--- config.mk ---
export PLATFORM = sky130hd
export DESIGN_NAME = ctrl_rr_arbiter
export DESIGN_NICKNAME = d
export VERILOG_FILES = /design/src/rtl/ctrl_rr_arbiter.sv
export SDC_FILE = /design/constraint.sdc
export NUM_CORES = 1
export LEC_CHECK = 0
export ABC_AREA = 0
export CAP_MARGIN = 30
export CORE_MARGIN = 1
export CORE_UTILIZATION = 48
export CTS_CLUSTER_DIAMETER = 30
export CTS_CLUSTER_SIZE = 16
export DETAILED_ROUTE_END_ITERATION = 12
export PLACE_DENSITY_LB_ADDON = 0.1
export RECOVER_POWER = 100
export SETUP_SLACK_MARGIN = 0.05
export SYNTH_ARGS = -nofsm -noshare
export SYNTH_HDL_FRONTEND = slang
export SYNTH_SLANG_ARGS = --single-unit
--- constraint.sdc ---
create_clock -name i_clk -period 4.05 [get_ports i_clk]
set_input_delay 0.81 -clock i_clk [delete_from_list [all_inputs] [get_ports i_clk]]
set_output_delay 0.81 -clock i_clk [all_outputs]
set_load 0.005 [all_outputs]
--- src/rtl/ctrl_rr_arbiter.sv ---
// ctrl_rr_arbiter: round-robin arbiter that shares the control-bus loader among
// eight requesters. One requester is granted at a time (one-hot EN). The grant
// is held for the requester's whole BUSY window, and then priority rotates past it.
//
// Optional feature macro: CTRL_ARB_TIMEOUT_EN. When it is defined, a watchdog
// revokes a grant if BUSY does not rise within TIMEOUT cycles.
//
// Ports:
//   i_clk           system clock, all state on rising edge
//   i_rst           asynchronous active-high reset
//   i_request[7:0]  level request per requester (bit i = requester i+1)
//   i_busy[7:0]     per-requester busy, only the granted bit is observed
//   o_en[7:0]       one-hot grant enable, all zero when no grant
//   o_request_ok    one-hot acknowledge, same timing as o_en
//   o_grant_id      index of current/last granted requester
//   o_grant_valid   high while any o_en bit is high
//   o_timeout_err   one-cycle pulse when the watchdog revokes a grant
//   o_err_id        index of the last revoked requester
module ctrl_rr_arbiter #(
    parameter int unsigned TIMEOUT = 16
) (
    input  logic       i_clk,
    input  logic       i_rst,
    input  logic [7:0] i_request,
    input  logic [7:0] i_busy,
    output logic [7:0] o_en,
    output logic [7:0] o_request_ok,
    output logic [2:0] o_grant_id,
    output logic       o_grant_valid,
    output logic       o_timeout_err,
    output logic [2:0] o_err_id
);

    localparam int unsigned N   = 8;
    localparam int unsigned IDW = 3;

    // Legal watchdog range; checked in both builds so that a bad value is caught early.
    if (TIMEOUT < 2 || TIMEOUT > 255) begin : g_timeout_range
        $error("ctrl_rr_arbiter: TIMEOUT must be in 2..255");
    end

    typedef enum logic [1:0] {
        S_IDLE,
        S_GRANT,
        S_ACTIVE,
        S_RELEASE
    } state_t;

    state_t           r_state;
    state_t           w_state_nxt;
    logic [IDW-1:0]   r_ptr;
    logic [IDW-1:0]   w_ptr_nxt;
    logic [IDW-1:0]   r_gid;
    logic [IDW-1:0]   w_gid_nxt;
    logic [N-1:0]     r_en;
    logic [N-1:0]     w_en_nxt;
    logic             r_valid;
    logic [IDW-1:0]   w_winner;

`ifdef CTRL_ARB_TIMEOUT_EN
    localparam int unsigned CW = 8;
    localparam logic [CW-1:0] CNT_LAST = CW'(TIMEOUT - 1);

    logic [CW-1:0]    r_cnt;
    logic [CW-1:0]    w_cnt_nxt;
    logic             r_terr;
    logic             w_terr_nxt;
    logic [IDW-1:0]   r_err_id;
    logic [IDW-1:0]   w_err_id_nxt;
`endif

    // Rotating priority search: first requesting index at or after r_ptr, wrapping 7 -> 0.
    always_comb begin : p_pick
        logic           v_found;
        logic [IDW-1:0] v_idx;
        w_winner = r_ptr;
        v_found  = 1'b0;
        v_idx    = r_ptr;
        for (int k = 0; k < N; k++) begin
            v_idx = r_ptr + IDW'(k);
            if (!v_found && i_request[v_idx]) begin
                w_winner = v_idx;
                v_found  = 1'b1;
            end
        end
    end

    // Next-state and next-output logic.
    always_comb begin : p_next
        w_state_nxt = r_state;
        w_ptr_nxt   = r_ptr;
        w_gid_nxt   = r_gid;
        w_en_nxt    = r_en;
`ifdef CTRL_ARB_TIMEOUT_EN
        w_cnt_nxt    = r_cnt;
        w_terr_nxt   = 1'b0;
        w_err_id_nxt = r_err_id;
`endif
        unique case (r_state)
            S_IDLE: begin
                if (|i_request) begin
                    w_state_nxt = S_GRANT;
                    w_gid_nxt   = w_winner;
                    w_en_nxt    = N'(1) << w_winner;
`ifdef CTRL_ARB_TIMEOUT_EN
                    w_cnt_nxt   = '0;
`endif
                end
            end
            S_GRANT: begin
                // BUSY wins over withdrawal; withdrawal wins over the watchdog.
                if (i_busy[r_gid]) begin
                    w_state_nxt = S_ACTIVE;
                end else if (!i_request[r_gid]) begin
                    w_state_nxt = S_RELEASE;
                end
`ifdef CTRL_ARB_TIMEOUT_EN
                else if (r_cnt == CNT_LAST) begin
                    w_state_nxt  = S_RELEASE;
                    w_terr_nxt   = 1'b1;
                    w_err_id_nxt = r_gid;
                end else begin
                    w_cnt_nxt = r_cnt + CW'(1);
                end
`endif
            end
            S_ACTIVE: begin
                if (!i_busy[r_gid]) begin
                    w_state_nxt = S_RELEASE;
                end
            end
            S_RELEASE: begin
                // The grant is still visible during RELEASE; it drops on the exit edge.
                w_state_nxt = S_IDLE;
                w_en_nxt    = '0;
                w_ptr_nxt   = r_gid + IDW'(1);
            end
            default: begin
                w_state_nxt = S_IDLE;
            end
        endcase
    end

    // State and registered outputs.
    always_ff @(posedge i_clk or posedge i_rst) begin
        if (i_rst) begin
            r_state <= S_IDLE;
            r_ptr   <= '0;
            r_gid   <= '0;
            r_en    <= '0;
            r_valid <= 1'b0;
        end else begin
            r_state <= w_state_nxt;
            r_ptr   <= w_ptr_nxt;
            r_gid   <= w_gid_nxt;
            r_en    <= w_en_nxt;
            r_valid <= |w_en_nxt;
        end
    end

`ifdef CTRL_ARB_TIMEOUT_EN
    // Watchdog counter and error reporting.
    always_ff @(posedge i_clk or posedge i_rst) begin
        if (i_rst) begin
            r_cnt    <= '0;
            r_terr   <= 1'b0;
            r_err_id <= '0;
        end else begin
            r_cnt    <= w_cnt_nxt;
            r_terr   <= w_terr_nxt;
            r_err_id <= w_err_id_nxt;
        end
    end

    assign o_timeout_err = r_terr;
    assign o_err_id      = r_err_id;
`else
    assign o_timeout_err = 1'b0;
    assign o_err_id      = '0;
`endif

    assign o_en          = r_en;
    assign o_request_ok  = r_en;
    assign o_grant_id    = r_gid;
    assign o_grant_valid = r_valid;

endmodule

==> results.md <==
- Status: finished clean
- Syn Std Cell Area: 2170 um2
- Hold Buf Count CTS: 0
- ANT cells: 0
- Vias per inst: 6.26
- Worst slack at placement: 0.165 ns
- Detailed Route Iter0 Violations: 168
- Post-layout power: 2.32 mW
- Drt first pass iters: 5
- Mux cell area share after synthesis: 0.284
- Switching Power: 1.14 mW
- Startpoint types: input port
- Cells after synthesis: 228
- CTS clock-pin slew for the worst setup and hold paths: 0.06 ns
- Max Cap Violations: 0
- Setup CP Type: input port to flip-flop
- Dpl cell area: 2530 um2
- Synth area leader: dfrtp_1
- Global-route met3 utilization: 0.0349
- Die width: 69.2 um
- Final Core Density: 0.587
- Critical-path cell with the highest stage delay: dlygate4sd3_1
- Slew @ Worst Pin: 0.642 ns
- Placed instance count: 301
- VDD IR max: 312 uV
- GRT overflow: 0
- Post-CTS sizing: 0
- Port buffer count: 37
- Simple-gate share of the synthesized area: 0.166
- Die area: 4790 um2
- Main combinational cell family by area after synthesis: multiplexers
- Clock sink total: 17
- IO Count: 42
- RSZ-0062 raised after global routing: no
- Req. time, crit path: 4.19 ns
- Global-route wire length before repair: 8.70 mm
- Number of synthesized flops with an enable pin: 0
- Drt drc: 0
- Fin area: 2560 um2
- Largest net degree at the start of global routing: 20
- Post-DP HPWL: 3.92 mm
- # setup viols final: 0
- Hold path depth: 2
- Primary FF master, synth: dfrtp_1
- Slew HR: 0.572
- Later-pin clock latency in the skew report: 0.25 ns
- Register bit total from synthesis: 17
- Final min period: 3.78 ns
- GR Util met1: 0.349
- Sequential Power Share: 0.155
- Lkg Pwr: 1.08 nW
- Post-CTS setup repair buffer count: 0
- Final wirelength: 5.18 mm
- R2R cell count: 9
- CP max FO: 11
- Core area: 4350 um2
- Top Usage Layer GRT: met1
- Die Height: 69.2 um
- Max Slew Vio Count: 0
- Final setup margin: 0.270 ns
- P&R area growth vs syn: 18.0%
- Pwr per Cell Area: 906 nW/um2
- Synth Area in Adders: 0.0404
- Final Hold Fails: 0
- RR Startpoint: r_ptr[0]$_DFFE_PP0N_
- Finished Layout Cells: 305
- Ys async rst share: 1.00
- Flop2flop setup slack: 0.41 ns
- CP cell instances: dlygate4sd3_1 -> mux4_2 -> nand2b_1 -> a41oi_2 -> o21ai_2 -> or4_4 -> a22o_1 -> o41ai_1
- Crit-path max cell delay: 0.68 ns
- Nets: 279
- Syn avg cell area: 9.50 um2
- Rows: 24
- Max Clock Skew: 0.00153 ns
- Most area-consuming cells after synthesis: dfrtp_1, mux4_2, nand2_1
- Worst hold path type: flip-flop to flip-flop
- H-tree levels: 1
- Int Pwr: 1.18 mW
- Routed via count: 1910
- Synth Area in XOR/XNOR: 0.0242
- Initial antenna violation count: 0
- Met2 usage: 0.338
- Clock root buffer master: clkbuf_8
- Starting Density: 0.498
- Fillcell total: 378
- Routed WL per cell: 17.0 um
- CP endpoint kind: flip-flop
- Seq/Total Area, Yosys: 0.196
- Critical Path Source: i_request[7]
- Number of CTS-inserted buffers: 3
- Hold slack final: 0.523 ns
- Vias in the first global route: 1704
- Sw Ratio: 0.492
- Reg-to-Reg End: o_en[2]$_DFF_PP0_
- CP Capture Point: o_en[2]$_DFF_PP0_
- Max clock buf depth: 2
- Gr usage total: 0.225
- Compound-gate portion of the synthesized area: 0.190
- CTS tree: yes
- Part of the power in the clock network: 0.055
- Tcrit/Tclk final: 0.933
- Critical path arrival: 3.92 ns
- Comb power frac: 0.790
- Synth top area share: 0.196
- Remaining antenna violation count: 0
- Number of distinct library cells after synthesis: 57
- Fin Setup TNS: 0 ns
- Yosys warns: 0
- Share of layout cells above drive strength 1: 0.186
- Max Clock Freq: 265 MHz
- Final Wtd Congestion: 0.835
## cell type report
type | count | area, um2 | area share
multi-input cells | 173 | 1530 | 0.599
flip-flops and latches | 17 | 425 | 0.166
repair buffers | 48 | 449 | 0.176
inverters | 11 | 41.3 | 0.0162
well taps | 52 | 65.1 | 0.0255
clock buffers | 4 | 45.0 | 0.0176
## cell families after synthesis
kind of cell    after synthesis
buf+inv                      41
flops                        17
fa+ha+maj                     7
compound gates               54
mux                          33
other cells                   1
xor+xnor                      6
simple gates                 69
## how the worst min path moves through the flow
stage | startpoint | to | slack [ns]
CTS | o_en[0]$_DFF_PP0_ | o_en[0]$_DFF_PP0_ | 0.53
finish | o_en[0]$_DFF_PP0_ | o_en[0]$_DFF_PP0_ | 0.52
floorplan | r_state[0]$_DFFE_PP0P_ | r_state[0]$_DFFE_PP0P_ | 0.50
detailed placement | o_en[0]$_DFF_PP0_ | o_en[0]$_DFF_PP0_ | 0.52
global route | r_state[0]$_DFFE_PP0P_ | r_state[0]$_DFFE_PP0P_ | 0.56
global placement | o_en[0]$_DFF_PP0_ | o_en[0]$_DFF_PP0_ | 0.51
## cell usage in the layout, fill, tap and decap left out, types with 2 or more instances in the layout
master / synthesis / layout
clkbuf_8: 0 / 3
mux2i_1: 6 / 6
or3_1: 4 / 4
o31ai_1: 2 / 2
and2_1: 3 / 3
nor2_1: 6 / 6
a31oi_1: 2 / 2
buf_4: 12 / 10
a21oi_1: 7 / 7
nand3_1: 4 / 4
mux4_2: 18 / 18
mux2_2: 5 / 5
clkdlybuf4s50_1: 0 / 14
a22o_1: 2 / 2
inv_1: 10 / 10
xor2_1: 2 / 2
o21a_1: 2 / 2
nand2b_1: 4 / 4
or2_2: 3 / 3
o41ai_1: 8 / 8
dlygate4sd3_1: 0 / 23
o211ai_1: 3 / 3
clkbuf_1: 13 / 2
xnor2_1: 4 / 4
nand4_1: 2 / 2
dfrtp_1: 17 / 17
nand2_1: 32 / 32
o21ai_0: 11 / 11
mux4_1: 3 / 3
conb_1: 1 / 4
nor4_1: 4 / 4
ha_1: 7 / 7
## routing by layer
metal  share of wire  wire [um]
met5               0          0
met4           0.013         65
met3           0.043        225
met2            0.47       2420
met1            0.48       2470
## cells in the mapped netlist (4+ instances only)
master / count
nand2_1: 32
mux4_2: 18
dfrtp_1: 17
clkbuf_1: 13
buf_4: 12
o21ai_0: 11
inv_1: 10
o41ai_1: 8
a21oi_1: 7
ha_1: 7
mux2i_1: 6
nor2_1: 6
mux2_2: 5
buf_2: 4
nand2b_1: 4
nand3_1: 4
nor4_1: 4
or3_1: 4
xnor2_1: 4
## sequential cells by signal (all words and copies together) (netlist names)
| register | count |
|---|---|
| o_grant_id | 3 |
| r_ptr | 3 |
| o_en | 8 |
| o_grant_valid | 1 |
| r_state | 2 |
## critical path, delay by kind of cell
kind	cells	cell delay, ns
buffers and inverters	1	0.68
muxes	1	0.54
AOI/OAI and AO/OA	4	1.12
and+or+nand+nor	2	0.76
## power by group through the flow
| stage | logic (mW) | registers, mW | clock network [mW] |
|---|---|---|---|
| 2_1_floorplan | 1.39 | 0.316 | 0 |
| 3_3_place_gp | 1.86 | 0.366 | 0 |
| 3_5_place_dp | 1.87 | 0.369 | 0 |
| 4_1_cts | 1.88 | 0.365 | 0.126 |
| 5_1_grt | 2.01 | 0.380 | 0.133 |
| 6_report | 1.83 | 0.359 | 0.127 |
(Power assumes the default switching activity.)
